==> config.mk <==
export PLATFORM = sky130hd
export DESIGN_NAME = obi_aer_tx_bridge
export DESIGN_NICKNAME = d
export VERILOG_FILES = /design/src/rtl/obi_aer_bridge_pkg.sv /design/src/rtl/aer_event_fifo.sv /design/src/rtl/obi_aer_tx_bridge.sv
export SDC_FILE = /design/constraint.sdc
export NUM_CORES = 1
export LEC_CHECK = 0
export ABC_AREA = 1
export BUFFER_PORTS_ARGS = -buffer_cell sky130_fd_sc_hd__buf_4
export CAP_MARGIN = 5
export CORE_MARGIN = 2
export CORE_UTILIZATION = 58
export CTS_CLUSTER_SIZE = 30
export DETAILED_ROUTE_END_ITERATION = 7
export HOLD_SLACK_MARGIN = 0.03
export PLACE_DENSITY_LB_ADDON = 0.2
export SYNTH_ARGS = -nofsm -noshare
export SYNTH_HDL_FRONTEND = slang
export SYNTH_HIERARCHICAL = 1
export SYNTH_SLANG_ARGS = --single-unit
==> constraint.sdc <==
create_clock -name clk_i -period 4.6 [get_ports clk_i]
set_clock_uncertainty 0.15 [all_clocks]
set_input_delay 0.92 -clock clk_i [delete_from_list [all_inputs] [get_ports clk_i]]
set_output_delay 0.92 -clock clk_i [all_outputs]
set_load 0.1 [all_outputs]
==> src/rtl/obi_aer_bridge_pkg.sv <==
// Shared types and constants for the OBI-to-AER transmit bridge:
// bus payload structs, register map offsets, register bit positions, FSM states.
package obi_aer_bridge_pkg;

  localparam int unsigned OBI_AW = 32;
  localparam int unsigned OBI_DW = 32;

  typedef struct packed {
    logic              req;
    logic              we;
    logic [3:0]        be;
    logic [OBI_AW-1:0] addr;
    logic [OBI_DW-1:0] wdata;
  } obi_req_t;

  typedef struct packed {
    logic              gnt;
    logic              rvalid;
    logic [OBI_DW-1:0] rdata;
  } obi_rsp_t;

  // Register select taken from addr[3:2]
  localparam logic [1:0] REG_EVENT  = 2'd0;
  localparam logic [1:0] REG_STATUS = 2'd1;
  localparam logic [1:0] REG_CTRL   = 2'd2;
  localparam logic [1:0] REG_RSVD   = 2'd3;

  localparam int unsigned CTRL_EN      = 0;
  localparam int unsigned CTRL_STALL   = 1;
  localparam int unsigned CTRL_IRQ_EN  = 2;
  localparam int unsigned CTRL_OVF_CLR = 3;

  localparam int unsigned STAT_BUSY    = 0;
  localparam int unsigned STAT_FULL    = 1;
  localparam int unsigned STAT_OVF     = 2;
  localparam int unsigned STAT_CNT_LSB = 8;

  typedef enum logic [1:0] {
    S_IDLE     = 2'd0,
    S_REQ      = 2'd1,
    S_WAIT_LOW = 2'd2
  } aer_state_e;

endpackage

==> src/rtl/aer_event_fifo.sv <==
// Synchronous event FIFO with occupancy count; a push while full is taken
// only when a pop happens in the same cycle.
module aer_event_fifo #(
  parameter int unsigned WIDTH = 10,
  parameter int unsigned DEPTH = 8
) (
  input  logic                     clk_i,
  input  logic                     rst_i,
  input  logic                     push_i,
  input  logic [WIDTH-1:0]         data_i,
  input  logic                     pop_i,
  output logic [WIDTH-1:0]         head_o,
  output logic                     full_o,
  output logic                     empty_o,
  output logic [$clog2(DEPTH):0]   count_o
);

  localparam int unsigned PTR_W = $clog2(DEPTH);
  localparam int unsigned CNT_W = PTR_W + 1;

  logic [WIDTH-1:0] mem_q [DEPTH];
  logic [PTR_W-1:0] wr_ptr_q, rd_ptr_q;
  logic [CNT_W-1:0] count_q;
  logic             push_ok, pop_ok;

  assign full_o  = (count_q == CNT_W'(DEPTH));
  assign empty_o = (count_q == '0);
  assign pop_ok  = pop_i && !empty_o;
  assign push_ok = push_i && (!full_o || pop_ok);
  assign head_o  = mem_q[rd_ptr_q];
  assign count_o = count_q;

  // Pointers wrap naturally because DEPTH is a power of two
  always_ff @(posedge clk_i) begin
    if (rst_i) begin
      wr_ptr_q <= '0;
      rd_ptr_q <= '0;
      count_q  <= '0;
    end else begin
      if (push_ok) wr_ptr_q <= wr_ptr_q + PTR_W'(1);
      if (pop_ok)  rd_ptr_q <= rd_ptr_q + PTR_W'(1);
      count_q <= count_q + CNT_W'(push_ok) - CNT_W'(pop_ok);
    end
  end

  always_ff @(posedge clk_i) begin
    if (push_ok) mem_q[wr_ptr_q] <= data_i;
  end

endmodule

==> src/rtl/obi_aer_tx_bridge.sv <==
// OBI slave that buffers CPU-posted spike events and drains them over a
// 4-phase AER handshake with a synchronised acknowledge.
module obi_aer_tx_bridge
  import obi_aer_bridge_pkg::*;
#(
  parameter int unsigned AER_W       = 10,
  parameter int unsigned FIFO_DEPTH  = 8,
  parameter int unsigned SYNC_STAGES = 2,
  parameter type         req_t       = obi_req_t,
  parameter type         rsp_t       = obi_rsp_t
) (
  input  logic             clk_i,
  input  logic             rst_i,
  input  req_t             obi_req_i,
  output rsp_t             obi_rsp_o,
  output logic [AER_W-1:0] aer_addr_o,
  output logic             aer_req_o,
  input  logic             aer_ack_i,
  output logic             irq_o
);

  localparam int unsigned CNT_W = $clog2(FIFO_DEPTH) + 1;

  aer_state_e              state_q, state_d;
  logic [SYNC_STAGES-1:0]  sync_q, sync_vld_q;
  logic                    ack_s, ack_vld;
  logic                    en_q, en_d, stall_q, stall_d, irq_en_q, irq_en_d;
  logic                    ovf_q, ovf_d, irq_q;
  logic                    aer_req_q, aer_req_d;
  logic [AER_W-1:0]        aer_addr_q, aer_addr_d;
  logic                    rvalid_q;
  logic [OBI_DW-1:0]       rdata_q, rdata_d, status_w;
  logic [1:0]              reg_sel;
  logic                    evt_wr, ctrl_wr, evt_blocked, gnt_c, ovf_set;
  logic                    fifo_push, fifo_pop, fifo_full, fifo_empty;
  logic [AER_W-1:0]        fifo_head;
  logic [CNT_W-1:0]        fifo_count;
  logic                    unused_bus;

  assign reg_sel     = obi_req_i.addr[3:2];
  assign evt_wr      = obi_req_i.req && obi_req_i.we && (reg_sel == REG_EVENT);
  assign ctrl_wr     = obi_req_i.req && obi_req_i.we && (reg_sel == REG_CTRL) && obi_req_i.be[0];
  assign evt_blocked = evt_wr && fifo_full && !fifo_pop;
  assign gnt_c       = obi_req_i.req && !(evt_blocked && stall_q);
  assign fifo_push   = evt_wr && !evt_blocked;
  assign ovf_set     = evt_blocked && !stall_q;
  assign unused_bus  = ^{obi_req_i.be, obi_req_i.addr, obi_req_i.wdata};

  aer_event_fifo #(
    .WIDTH (AER_W),
    .DEPTH (FIFO_DEPTH)
  ) u_fifo (
    .clk_i   (clk_i),
    .rst_i   (rst_i),
    .push_i  (fifo_push),
    .data_i  (obi_req_i.wdata[AER_W-1:0]),
    .pop_i   (fifo_pop),
    .head_o  (fifo_head),
    .full_o  (fifo_full),
    .empty_o (fifo_empty),
    .count_o (fifo_count)
  );

  // ack_vld marks the synchroniser as refilled with real samples after reset
  assign ack_s   = sync_q[SYNC_STAGES-1];
  assign ack_vld = sync_vld_q[SYNC_STAGES-1];

  always_ff @(posedge clk_i) begin
    if (rst_i) begin
      sync_q     <= '0;
      sync_vld_q <= '0;
    end else begin
      sync_q     <= {sync_q[SYNC_STAGES-2:0], aer_ack_i};
      sync_vld_q <= {sync_vld_q[SYNC_STAGES-2:0], 1'b1};
    end
  end

  always_ff @(posedge clk_i) begin
    if (rst_i) begin
      state_q    <= S_IDLE;
      aer_req_q  <= 1'b0;
      aer_addr_q <= '0;
    end else begin
      state_q    <= state_d;
      aer_req_q  <= aer_req_d;
      aer_addr_q <= aer_addr_d;
    end
  end

  // A new request needs ack seen low in IDLE; a stuck-high ack blocks it
  always_comb begin
    state_d    = state_q;
    aer_req_d  = aer_req_q;
    aer_addr_d = aer_addr_q;
    fifo_pop   = 1'b0;
    case (state_q)
      S_IDLE: begin
        if (en_q && !fifo_empty && ack_vld && !ack_s) begin
          aer_addr_d = fifo_head;
          aer_req_d  = 1'b1;
          state_d    = S_REQ;
        end
      end
      S_REQ: begin
        if (ack_s) begin
          fifo_pop  = 1'b1;
          aer_req_d = 1'b0;
          state_d   = S_WAIT_LOW;
        end
      end
      S_WAIT_LOW: begin
        if (!ack_s) state_d = S_IDLE;
      end
      default: begin
        aer_req_d = 1'b0;
        state_d   = S_IDLE;
      end
    endcase
  end

  always_comb begin
    status_w                             = '0;
    status_w[STAT_BUSY]                  = (state_q != S_IDLE) || !fifo_empty;
    status_w[STAT_FULL]                  = fifo_full;
    status_w[STAT_OVF]                   = ovf_q;
    status_w[STAT_CNT_LSB +: CNT_W]      = fifo_count;
  end

  // Register file; an overflow set outranks a same-cycle clear
  always_comb begin
    en_d     = en_q;
    stall_d  = stall_q;
    irq_en_d = irq_en_q;
    ovf_d    = ovf_q;
    rdata_d  = '0;
    if (ctrl_wr) begin
      en_d     = obi_req_i.wdata[CTRL_EN];
      stall_d  = obi_req_i.wdata[CTRL_STALL];
      irq_en_d = obi_req_i.wdata[CTRL_IRQ_EN];
      if (obi_req_i.wdata[CTRL_OVF_CLR]) ovf_d = 1'b0;
    end
    if (ovf_set) ovf_d = 1'b1;
    if (gnt_c && !obi_req_i.we) begin
      case (reg_sel)
        REG_STATUS: rdata_d = status_w;
        REG_CTRL: begin
          rdata_d[CTRL_EN]     = en_q;
          rdata_d[CTRL_STALL]  = stall_q;
          rdata_d[CTRL_IRQ_EN] = irq_en_q;
        end
        default: rdata_d = '0;
      endcase
    end
  end

  always_ff @(posedge clk_i) begin
    if (rst_i) begin
      en_q     <= 1'b0;
      stall_q  <= 1'b0;
      irq_en_q <= 1'b0;
      ovf_q    <= 1'b0;
      irq_q    <= 1'b0;
      rvalid_q <= 1'b0;
      rdata_q  <= '0;
    end else begin
      en_q     <= en_d;
      stall_q  <= stall_d;
      irq_en_q <= irq_en_d;
      ovf_q    <= ovf_d;
      irq_q    <= ovf_d && irq_en_d;
      rvalid_q <= gnt_c;
      rdata_q  <= rdata_d;
    end
  end

  always_comb begin
    obi_rsp_o        = '0;
    obi_rsp_o.gnt    = gnt_c;
    obi_rsp_o.rvalid = rvalid_q;
    obi_rsp_o.rdata  = rdata_q;
  end

  assign aer_req_o  = aer_req_q;
  assign aer_addr_o = aer_addr_q;
  assign irq_o      = irq_q;

endmodule

# After elaboration in Yosys (flattened, before gate mapping)
# Memory sizes are Yosys's and may differ from the RTL's. A register that Yosys moved wholly into a read port is not among the register bits.
# Index checks and enable logic that the tools add are counted.
# totals
ram_bits,80
ff_bits,55
mem_bits_ro,0
out_inout_bits,46
memories,1
latchBits,0
in_bits,73
elab_cells,85
# classes
mul,0
eq_ne,8
n_shift,0
n_lt_le_gt_ge,0
n_reduce_logical,36
div,0
bitwise_logic,3
mux,17
add_sub_neg,4
# mem_list
memory,words,word_bits,rd,rd_clocked_by_memory_dff,wr,line_no,rtl
u_fifo.mem_q,8,10,1,1,1,aer_event_fifo.sv:21,logic [WIDTH-1:0] mem_q [DEPTH];
# op_table
operator,n
1-bit logical AND,17
1-bit two-way mux,11
1-bit logical NOT,8
"3-bit by 1-bit adder with 3-bit output, second input constant",2
2-bit two-way mux,3
"2-bit != test, second input constant",3
2-bit case mux with 3 select lines,1
3-bit case mux with 2 select lines,1
3-bit AND reduction,2
4-bit by 1-bit adder with 4-bit output,1
"2-bit by 1-bit equality test with 1-bit output, second input constant",2
"2-bit equality test, second input constant",2
"4-bit equality test, second input constant",1
2-bit logical NOT,2
4-bit logical NOT,1
4-bit by 1-bit subtractor with 4-bit output,1
1-bit NOT,3
1-bit case mux with 3 select lines,1
3-bit OR reduction,1
1-bit logical OR,2
2-bit AND reduction,1
2-bit nonzero test,1
2-bit OR reduction,1

# Longest topological paths before layout
# Gate-level depths: netlist of run 1.
# logic_depth
depth_word,10
mapped_depth,15
depth_no_buf,14

# Cells and area by module
# The synthesis of run 1 kept the hierarchy.
# modules_own_cells
mod,area_per_inst_um2,cells_each,seq_area_each_um2,n_inst
aer_event_fifo,3822.4,337,2662.6,1
obi_aer_tx_bridge,1410.1,170,600.6,1

# Least setup slack after synthesis of run 1
# Ideal clock, no wire load.
# synth_path
path_type,input port to flip-flop
start,in obi_req_i[34] (netlist bit)
end,mem u_fifo.mem_q[0][0] (enable)
setup_time_ns,0.390
setup_slack_ns,1.735
path_stages,7
n_path_buf,1
arrival_time_ns,2.325
required_ns,4.060
path_cell_list,inv_1 > ha_1 > nand3_1 > a21oi_1 > buf_2 > nand2_2 > nor3_1
# synth_via
elab_chain_cells,9
# synth_lines
item,line_no,rtl
from (decl),obi_aer_tx_bridge.sv:14,"input req_t obi_req_i,"
2-bit logical NOT (*),obi_aer_tx_bridge.sv:41,assign evt_wr = obi_req_i.req && obi_req_i.we && (reg_sel == REG_EVENT);
1-bit logical AND (*),obi_aer_tx_bridge.sv:41,
1-bit logical AND (2 in a row),obi_aer_tx_bridge.sv:43,assign evt_blocked = evt_wr && fifo_full && !fifo_pop;
1-bit logical NOT,obi_aer_tx_bridge.sv:45,assign fifo_push = evt_wr && !evt_blocked;
1-bit logical AND (*),obi_aer_tx_bridge.sv:45,
net fifo_push,obi_aer_tx_bridge.sv:35,"logic fifo_push, fifo_pop, fifo_full, fifo_empty;"
1-bit logical AND (*),aer_event_fifo.sv:29,assign push_ok = push_i && (!full_o || pop_ok);
1-bit two-way mux (*),aer_event_fifo.sv:47,if (push_ok) mem_q[wr_ptr_q] <= data_i;
1-bit two-way mux (implied by the code) (*),aer_event_fifo.sv:47,
to (decl),aer_event_fifo.sv:21,
# Mark *: on every way through the listed nets, which the timed path passes. The rest lies on a longest branch.

==> results of run 1 <==
-- critical path: cells and delay by family (launching register included) --
family / cells / cell delay, ps
DFF: 1 / 310
adders and majority gates: 1 / 150
buffers and inverters: 4 / 480
and+or+nand+nor: 4 / 710
-- power groups by stage --
stage          Combinational (mW)  Sequential (mW)  Clock, mW
6_report                    0.160             1.19       1.25
2_1_floorplan               0.145             1.21          0
5_1_grt                     0.169             1.19       1.32
3_5_place_dp                0.160             1.21          0
3_3_place_gp                0.158             1.21          0
4_1_cts                     0.160             1.19       1.26
-- final cells by class --
cell class	count	share of cell area
Sequential cell	123	0.5366
Multi-Input combinational cell	311	0.2562
Clock buffer	21	0.07387
Timing Repair Buffer	48	0.05926
Inverter	52	0.03210
Tap cell	108	0.02222
Clock inverter	11	0.01975
-- metal layers --
metal	global-route usage	wire length, µm	vias to the layer above
met2	0.3321	4664	138
li1	-	-	1734
met5	0	0	-
met3	0.05461	728	13
met4	0.08430	130	0
met1	0.2680	4148	1657
-- logic make-up (layout without fill, tap and decap cells) --
kind of cell | after synthesis | after routing
DFF | 123 | 123
and+or+nand+nor | 173 | 173
adders and majority gates | 11 | 11
AOI/OAI and AO/OA | 101 | 101
other | 1 | 25
buffers and inverters | 97 | 132
xor gates and xnor gates | 1 | 1
-- state kept, by name, summed over array words and instances, names as in the netlist, named ones only --
signal / count
aer_addr_o: 10
aer_req_o: 1
en_q: 1
irq_en_q: 1
irq_o: 1
ovf_q: 1
rdata_q: 7
rvalid_q: 1
stall_q: 1
state_q: 2
sync_q: 2
sync_vld_q: 2
u_fifo/count_o: 4
u_fifo/mem_q: 80
u_fifo/rd_ptr_q: 3
u_fifo/wr_ptr_q: 3
-- placed cells by master (no fill, tap or decap), drive strengths merged --
cell / instances
clkbuf: 21
fa: 1
nand3: 13
conb: 25
nor3b: 1
dfxtp: 43
nor4: 1
nand4: 3
o21ai: 75
buf: 48
ha: 10
clkinvlp: 4
a21oi: 25
clkinv: 6
bufinv: 2
or2: 1
inv: 51
nor2: 86
o22ai: 1
nor3: 9
edfxtp: 80
xor2: 1
nand2: 59
-- through the flow --
| stage | hold slack [ps] | instance area (µm²) | cells | utilization |
|---|---|---|---|---|
| finish | 260.1 | 6081 | 674 | 0.6973 |
| global route | 303.4 | 6081 | 674 | 0.6973 |
| CTS | 264.8 | 6081 | 674 | 0.6973 |
| detailed placement | 254.7 | 5512 | 642 | 0.6320 |
| global placement | 246.4 | 5512 | 642 | 0.6320 |
| floorplan | 238.3 | 5323 | 531 | - |
-- final timing paths --
kind                startpoint                 to  slack, ps  depth (start not counted)
max          u_fifo/count_o[2]      obi_rsp_o[33]       1380                          9
min                  sync_q[0]          sync_q[1]        260                          2
max reg2reg  u_fifo/count_o[2]  u_fifo/count_o[1]       1820                         11
min reg2reg          sync_q[0]          sync_q[1]        260                          2
==> results.sh, run 1 <==
export IMPL_placement_rows=34
export IMPL_synth_area_mux_share=0
export IMPL_synth_cell_types=33
export IMPL_dpl_hpwl_um=5871
export IMPL_clock_sinks=123
export IMPL_fp_dieH_um=98.98
export IMPL_synth_cells=507
export IMPL_maximum_resistive_drop_on_vdd_mv=0.2634
export IMPL_mappedNetlistArea_um2=5233
export IMPL_report_final_setup_viol=0
export IMPL_synthToLayoutAreaGrowth_pct=16.21
export IMPL_power_internal_mw=2.000
export IMPL_drt_wirelength_per_cell_um=14.35
export IMPL_route_detailed_vias_per_inst=5.255
export IMPL_cts_htree_levels=4
export IMPL_antenna_found_initial=0
export IMPL_minimum_clock_period_ps=3218
export IMPL_antenna_cells=0
export IMPL_achievable_frequency_mhz=310.8
export IMPL_largest_stage_delay_on_the_critical_path_ps=320
export IMPL_postRouteAntennaNets=0
export IMPL_core_area_um2=8721
export IMPL_worst_hold_check_path_type="register to register"
export IMPL_cts_resized=0
export IMPL_power_density_nw_per_um2=427.1
export IMPL_post_synth_top_area_fraction=0.4591
export IMPL_cts_tree="built"
export IMPL_cpMostUsedCell="inv_1"
export IMPL_synth_enable_flop_cells=80
export IMPL_first_global_vias=3189
export IMPL_seq_area_um2=3263
export IMPL_critical_path_endpoint_type="primary output"
export IMPL_globalRouteTotalUtil=0.2065
export IMPL_worst_endpoint_required_ps=3530
export IMPL_clock_root_buffer="clkbuf_8"
export IMPL_static_leakage_power_nw=2.398
export IMPL_outcome="completed"
export IMPL_clk_pin_slew_worst_paths_ps=60
export IMPL_post_synth_top_area_cell="edfxtp_1"
export IMPL_finalSetupTns_ps=0
export IMPL_starting_density_of_the_core=0.6000
export IMPL_synth_adder_area_share=0.02774
export IMPL_portBuffers=38
export IMPL_synth_xor_area_frac=0.001674
export IMPL_crit_slowest_cell="nor3b_2"
export IMPL_max_fo_critical_path=3
export IMPL_clock_tree_buffer_depth=2
export IMPL_maxCapViolations=0
export IMPL_boundary_pins=119
export IMPL_hold_buffers=0
export IMPL_comb_power_share=0.062
export IMPL_multiInputGateArea_um2=1558
export IMPL_dominant_combinational_cell_family_by_area_after_synthesis="simple AND/OR/NAND/NOR gates"
export IMPL_seq_area_frac_synth=0.6236
export IMPL_synthArstFlopShare=0
export IMPL_power_sequential_fraction=0.457
export IMPL_fin_total_pwr_mw=2.597
export IMPL_synthFlopType="edfxtp_1"
export IMPL_nNetsFinal=637
export IMPL_horizontal_die_dimension_um=98.98
export IMPL_tightest_slew_ps=775.2
export IMPL_grt_max_degree=42
export IMPL_finalMaxSlewViolations=0
export IMPL_post_synth_top_count_cell="nor2_1"
export IMPL_routabilityCongestion=0.7828
export IMPL_global_route_wire_length_before_repair_um=15250
export IMPL_slew_limit_headroom=0.4832
export IMPL_yosysWarnings=6
export IMPL_startpoint_type="register"
export IMPL_skew_pair_late_insertion_delay_ps=510
export IMPL_vias=3542
export IMPL_fillers=659
export IMPL_yosys_top_cells_count="nor2_1 (82), edfxtp_1 (80), nand2_1 (55), o21ai_0 (55), inv_1 (49)"
export IMPL_net_sw_frac=0.2299
export IMPL_first_pass_iters=5
export IMPL_grt_overflow_total=0
export IMPL_timing_final_hold_violations=0
export IMPL_cts_made_buffers=17
export IMPL_synthSimpleGateAreaFrac=0.1535
export IMPL_cp_data_arrival_time_ps=2150
export IMPL_drc_errors=0
export IMPL_synth_seq_cells=123
export IMPL_drt_iter0_drcs=193
export IMPL_clock_power_share=0.482
export IMPL_die_area_um2=9797
export IMPL_final_cycle_share=0.6995
export IMPL_synthesized_area_fraction_occupied_by_ao_oa_aoi_and_oai_cells=0.09684
export IMPL_proportion_of_layout_cells_with_a_drive_suffix_above_1=0.1731
export IMPL_netSwitchingPower_mw=0.5972
export IMPL_worstPathCellList="inv_1, ha_1, nor3b_2, inv_1, nor2_2, nand3_2, nand2_1, inv_1, buf_4"
export IMPL_post_place_ws_ps=1247
export IMPL_criticalPathCategory="register to primary output"
export IMPL_post_cts_setup_buffers=0
export IMPL_post_synth_main_area_contributors="edfxtp_1 (46%), dfxtp_1 (16%), nor2_1 (5.9%)"
export IMPL_postSynthAreaPerCell_um2=10.32
export IMPL_layout_setup_ws_ps=1382
export IMPL_detail_route_wirelength_um=9672
export IMPL_rsz_0062_raised_after_global_routing="no"
Power figures use the tool's default switching activity.
==> run 2: changes to the inputs <==
ABC_AREA = 0   (was 1)
CORE_UTILIZATION = 54   (was 58)
clock period = 3.2 ns   (was 4.6 ns; I/O delays follow)
==> run 2 against run 1 <==
Effect of this change:
- first-iteration DRC count is 13% lower
- wire length is 1.3% higher
- register-to-register slack worse by 1400 ps
- power is 45% higher
- critical endpoint unchanged
==> results.sh, run 2 <==
export IMPL_post_route_cell_area_um2=6098
export IMPL_fillers=637
export IMPL_clock_tree_buffer_depth=2
export IMPL_final_cycle_share=0.9580
export IMPL_cts_tree="built"
export IMPL_post_synth_top_area_cell="edfxtp_1"
export IMPL_yosys_top_cells_count="edfxtp_1 (80), dfxtp_1 (43), buf_4 (27), mux4_2 (20), a21oi_1 (16)"
export IMPL_globalRouteTotalUtil=0.2065
export IMPL_post_synth_top_count_cell="edfxtp_1"
export IMPL_largest_register="u_fifo/mem_q"
export IMPL_route_detailed_vias_per_inst=5.440
export IMPL_fp_dieH_um=101.5
export IMPL_max_fo_critical_path=10
export IMPL_reg2reg_depth=13
export IMPL_multiInputGateArea_um2=1627
export IMPL_clock_sinks=123
export IMPL_yosysWarnings=6
export IMPL_cts_resized=0
export IMPL_worstPathCellList="inv_1, ha_1, or3b_1, inv_1, nand4_1, and2_1, buf_4"
export IMPL_slew_limit_headroom=0.5087
export IMPL_achievable_frequency_mhz=326.2
export IMPL_power_density_nw_per_um2=618.8
export IMPL_synth_enable_flop_cells=80
export IMPL_first_global_vias=2924
export IMPL_global_route_wire_length_before_repair_um=15210
export IMPL_net_sw_frac=0.2341
export IMPL_drt_iter0_drcs=168
export IMPL_largest_stage_delay_on_the_critical_path_ps=510
export IMPL_netSwitchingPower_mw=0.8833
export IMPL_proportion_of_layout_cells_with_a_drive_suffix_above_1=0.2898
export IMPL_clock_root_buffer="clkbuf_8"
export IMPL_regToRegEndpoint="u_fifo/count_o[2]"
export IMPL_synthToLayoutAreaGrowth_pct=18.91
export IMPL_cpMostUsedCell="inv_1"
export IMPL_post_synth_top_area_fraction=0.4684
export IMPL_drt_wirelength_per_cell_um=17.81
export IMPL_timing_final_hold_violations=0
export IMPL_cp_data_arrival_time_ps=2280
export IMPL_cts_made_buffers=17
export IMPL_grt_max_degree=39
export IMPL_timing_rr_start="u_fifo/count_o[2]"
export IMPL_worst_hold_check_path_type="primary input to register"
export IMPL_startpoint_type="register"
export IMPL_mostFrequentLayoutCell="edfxtp_1"
export IMPL_static_leakage_power_nw=2.236
export IMPL_worstSetupStartpoint="u_fifo/count_o[2]"
export IMPL_synthArstFlopShare=0
export IMPL_synth_seq_cells=123
export IMPL_dpl_hpwl_um=6090
export IMPL_grt_overflow_total=0
export IMPL_hold_buffers=0
export IMPL_report_final_setup_viol=0
export IMPL_minimum_clock_period_ps=3066
export IMPL_critical_path_endpoint_type="primary output"
export IMPL_routabilityCongestion=0.7848
export IMPL_seq_area_frac_synth=0.6363
export IMPL_drc_errors=0
export IMPL_core_area_um2=9240
export IMPL_synth_cell_types=49
export IMPL_placement_rows=35
export IMPL_rsz_0062_raised_after_global_routing="no"
export IMPL_nNetsFinal=492
export IMPL_clock_power_share=0.489
export IMPL_horizontal_die_dimension_um=101.5
export IMPL_post_synth_main_area_contributors="edfxtp_1 (47%), dfxtp_1 (17%), mux4_2 (8.8%)"
export IMPL_detail_route_wirelength_um=9794
export IMPL_maximum_resistive_drop_on_vdd_mv=0.3018
export IMPL_synthFlopType="edfxtp_1"
export IMPL_synth_cells=355
export IMPL_antenna_found_initial=0
export IMPL_portBuffers=38
export IMPL_die_area_um2=10290
export IMPL_post_cts_setup_buffers=0
export IMPL_fin_total_pwr_mw=3.774
export IMPL_tightest_slew_ps=734.2
export IMPL_antenna_cells=0
export IMPL_post_detailed_placement_cell_area_um2=5510
export IMPL_outcome="completed"
export IMPL_power_sequential_fraction=0.451
export IMPL_skew_pair_late_insertion_delay_ps=520
export IMPL_crit_slowest_cell="or3b_1"
export IMPL_largest_register_ff_count=80
export IMPL_comb_power_share=0.059
export IMPL_critPathCapture="obi_rsp_o[33]"
export IMPL_worst_endpoint_required_ps=2410
export IMPL_layout_common_cells="edfxtp_1 (80), buf_4 (52), dfxtp_1 (43), conb_1 (25), mux4_2 (20)"
export IMPL_reg2reg_slack_ps=390
export IMPL_starting_density_of_the_core=0.5550
export IMPL_criticalPathCategory="register to primary output"
export IMPL_maxCapViolations=0
export IMPL_cts_htree_levels=4
export IMPL_vias=2992
export IMPL_seq_area_um2=3263
export IMPL_postSynthAreaPerCell_um2=14.45
export IMPL_finalSetupTns_ps=0
export IMPL_clk_pin_slew_worst_paths_ps=60
export IMPL_finalMaxSlewViolations=0
export IMPL_mappedNetlistArea_um2=5129
export IMPL_boundary_pins=119
export IMPL_power_internal_mw=2.890
export IMPL_postRouteAntennaNets=0
export IMPL_first_pass_iters=4
-- run 2: worst min path at each step --
| stage | startpoint | end | slack (ps) | cells past startpoint |
|---|---|---|---|---|
| floorplan | sync_q[0] | sync_q[1] | 260 | 1 |
| global placement | sync_q[0] | sync_q[1] | 260 | 1 |
| detailed placement | sync_q[0] | sync_q[1] | 280 | 1 |
| CTS | aer_ack_i | sync_q[0] | 190 | 2 |
| global route | aer_ack_i | sync_q[0] | 180 | 2 |
| finish | aer_ack_i | sync_q[0] | 210 | 2 |
-- run 2: logic make-up (layout without fill, tap and decap cells) --
logic type / after synthesis / in the layout / share of synthesized area
and+or+nand+nor: 84 / 84 / 0.09491
muxes: 37 / 37 / 0.1239
AOI/OAI and AO/OA: 41 / 41 / 0.04587
other: 1 / 25 / 0.0007312
xor gates and xnor gates: 2 / 2 / 0.003416
buffers and inverters: 56 / 98 / 0.06660
adders and majority gates: 11 / 11 / 0.02830
DFF: 123 / 123 / 0.6363
-- run 2: area by class of cell --
class / count / area share
clock inverter: 11 / 0.01682
tap: 129 / 0.02647
inverter: 13 / 0.008002
multi-input combinational: 200 / 0.2667
clock buffer: 21 / 0.07961
sequential: 123 / 0.5351
timing repair buffer: 53 / 0.06730
-- run 2: through the flow --
step | utilization | cells | setup slack [ps] | hold WS (ps)
final | 0.6600 | 550 | 134.4 | 205.3
after global routing | 0.6600 | 550 | 7.369 | 180.1
after CTS | 0.6600 | 550 | 117.9 | 190.2
after detailed placement | 0.5963 | 518 | 354.3 | 284.7
after global placement | 0.5963 | 518 | 352.9 | 264.8
after floorplan | - | 379 | -201.9 | 263.8
-- run 2: power by group through the flow --
| stage | combinational (mW) | sequential [mW] | clock (mW) |
|---|---|---|---|
| after floorplan | 0.202 | 1.74 | 0 |
| after global placement | 0.217 | 1.74 | 0 |
| after detailed placement | 0.221 | 1.74 | 0 |
| after CTS | 0.223 | 1.70 | 1.87 |
| after global routing | 0.235 | 1.70 | 1.95 |
| final | 0.223 | 1.70 | 1.85 |
-- run 2: critical path, delay by kind of cell, from the launching register on --
family | cells | cell delay (ps)
simple gates | 3 | 810
buf+inv | 3 | 490
fa+ha+maj | 1 | 140
flops | 1 | 310
-- run 2: metal layers --
metal	wire [µm]	vias to the layer above	GRT usage	share of wire
li1	-	1390	-	-
met1	4006	1476	0.2553	0.41
met2	4901	107	0.3296	0.50
met3	624	19	0.07177	0.064
met4	262	0	0.09459	0.027
met5	0	-	0	0
==> run 3: changes to the inputs <==
CELL_PAD_IN_SITES_DETAIL_PLACEMENT = 0   (was unset)
CELL_PAD_IN_SITES_GLOBAL_PLACEMENT = 1   (was unset)
CORE_UTILIZATION = 43   (was 54)
==> run 3 against run 2 <==
Effect of this change:
- the flow now finishes with violations (DRC)
- power decreased by 4.8%
- critical path depth unchanged
- utilization decreased by 14 points
- sequential power about the same
- hold slack improved by 89 ps
- register-to-register slack improved by 210 ps
==> results.sh, run 3 (synthesized netlist as in run 2, its figures left out) <==
export IMPL_outcome="finished, violations left"
export IMPL_failed_checks="DRC"
export IMPL_drt_wirelength_per_cell_um=17.01
export IMPL_dpl_hpwl_um=6067
export IMPL_netSwitchingPower_mw=0.7966
export IMPL_post_cts_setup_buffers=0
export IMPL_cp_data_arrival_time_ps=1980
export IMPL_cts_resized=0
export IMPL_global_route_wire_length_before_repair_um=15060
export IMPL_power_density_nw_per_um2=596.1
export IMPL_criticalPathCategory="register to primary output"
export IMPL_finalSetupTns_ps=0
export IMPL_vias=2879
export IMPL_regToRegEndpoint="u_fifo/count_o[2]"
export IMPL_worst_endpoint_required_ps=2410
export IMPL_slew_limit_headroom=0.5115
export IMPL_route_detailed_vias_per_inst=5.123
export IMPL_layout_common_cells="edfxtp_1 (80), buf_4 (52), dfxtp_1 (43), conb_1 (25), mux4_2 (20)"
export IMPL_tightest_slew_ps=730.0
export IMPL_clock_tree_buffer_depth=2
export IMPL_proportion_of_layout_cells_with_a_drive_suffix_above_1=0.2697
export IMPL_crit_slowest_cell="or3b_1"
export IMPL_critical_path_endpoint_type="primary output"
export IMPL_routabilityCongestion=0.7326
export IMPL_antenna_found_initial=0
export IMPL_startpoint_type="register"
export IMPL_detail_route_wirelength_um=9560
export IMPL_worstPathCellList="inv_1, ha_1, or3b_1, inv_1, nand4_1, and2_1, buf_4"
export IMPL_nNetsFinal=491
export IMPL_cts_made_buffers=17
export IMPL_largest_stage_delay_on_the_critical_path_ps=370
export IMPL_rsz_0062_raised_after_global_routing="no"
export IMPL_timing_final_hold_violations=0
export IMPL_grt_max_degree=39
export IMPL_maximum_resistive_drop_on_vdd_mv=0.3323
export IMPL_placement_rows=39
export IMPL_drt_iter0_drcs=150
export IMPL_drc_errors=5
export IMPL_fin_total_pwr_mw=3.594
export IMPL_reg2reg_depth=12
export IMPL_fp_dieH_um=113.2
export IMPL_final_cycle_share=0.8642
export IMPL_portBuffers=38
export IMPL_timing_rr_start="u_fifo/count_o[2]"
export IMPL_worst_hold_check_path_type="register to register"
export IMPL_maxCapViolations=0
export IMPL_cts_htree_levels=4
export IMPL_finalMaxSlewViolations=0
export IMPL_reg2reg_slack_ps=600
export IMPL_skew_pair_late_insertion_delay_ps=400
export IMPL_power_sequential_fraction=0.474
export IMPL_horizontal_die_dimension_um=113.2
export IMPL_critPathCapture="obi_rsp_o[33]"
export IMPL_achievable_frequency_mhz=361.6
export IMPL_antenna_cells=0
export IMPL_cts_tree="built"
export IMPL_report_final_setup_viol=0
export IMPL_net_sw_frac=0.2216
export IMPL_max_fo_critical_path=4
export IMPL_synthToLayoutAreaGrowth_pct=17.57
export IMPL_boundary_pins=119
export IMPL_power_internal_mw=2.798
export IMPL_worstSetupStartpoint="u_fifo/count_o[2]"
export IMPL_first_pass_iters=6
export IMPL_minimum_clock_period_ps=2766
export IMPL_first_global_vias=2827
export IMPL_die_area_um2=12820
export IMPL_largest_register_ff_count=80
export IMPL_postRouteAntennaNets=0
export IMPL_comb_power_share=0.062
export IMPL_largest_register="u_fifo/mem_q"
export IMPL_hold_buffers=0
export IMPL_hold_worst_slack_ps=294.6
export IMPL_globalRouteTotalUtil=0.1583
export IMPL_static_leakage_power_nw=2.190
export IMPL_starting_density_of_the_core=0.4453
export IMPL_clock_root_buffer="clkbuf_16"
export IMPL_clock_power_share=0.463
export IMPL_clock_sinks=123
export IMPL_mostFrequentLayoutCell="edfxtp_1"
export IMPL_clk_pin_slew_worst_paths_ps=50
export IMPL_buffers_plus_inverters_on_the_worst_setup_path=3
export IMPL_critical_path_depth=7
export IMPL_post_route_cell_area_um2=6030
export IMPL_cpMostUsedCell="inv_1"
export IMPL_post_detailed_placement_cell_area_um2=5508
export IMPL_grt_overflow_total=0
export IMPL_core_area_um2=11520
export IMPL_critical_path_top_delay_family="simple AND/OR/NAND/NOR gates"
==> run 3: worst min-delay path by stage <==
stage	cells past startpoint	endpoint	from	slack, ps
6_report	1	sync_q[1]	sync_q[0]	290
5_1_grt	2	sync_q[0]	aer_ack_i	300
4_1_cts	2	sync_q[0]	aer_ack_i	290
3_5_place_dp	1	sync_vld_q[1]	sync_vld_q[0]	280
3_3_place_gp	1	sync_vld_q[1]	sync_vld_q[0]	270
2_1_floorplan	1	sync_q[1]	sync_q[0]	260
==> run 3: final cells by class <==
type / instances / area [µm²]
Inverter: 13 / 48.80
Clock buffer: 28 / 506.7
Clock inverter: 3 / 15.01
Fill cell: 998 / 5487
Tap cell: 143 / 178.9
Multi-Input combinational cell: 200 / 1627
Timing Repair Buffer: 52 / 390.4
Sequential cell: 123 / 3263
==> run 3: metal layers <==
| metal | routed length (µm) | GRT usage |
|---|---|---|
| met2 | 4677 | 0.2503 |
| met3 | 290 | 0.05088 |
| met1 | 4430 | 0.2062 |
| met5 | 0 | 0 |
| met4 | 162 | 0.05691 |
==> run 3: per-stage QoR <==
step           setup slack, ps  utilization  instances
2_1_floorplan           -201.9            -        379
3_3_place_gp             321.4       0.4783        531
3_5_place_dp             288.7       0.4783        531
4_1_cts                  416.3       0.5236        562
5_1_grt                  289.5       0.5236        562
6_report                 434.4       0.5236        562
==> run 3: power groups by stage <==
stage	clock network (mW)	logic [mW]	registers (mW)
3_3_place_gp	0	0.221	1.74
2_1_floorplan	0	0.202	1.74
5_1_grt	1.78	0.234	1.70
6_report	1.67	0.223	1.71
3_5_place_dp	0	0.223	1.74
4_1_cts	1.70	0.224	1.70
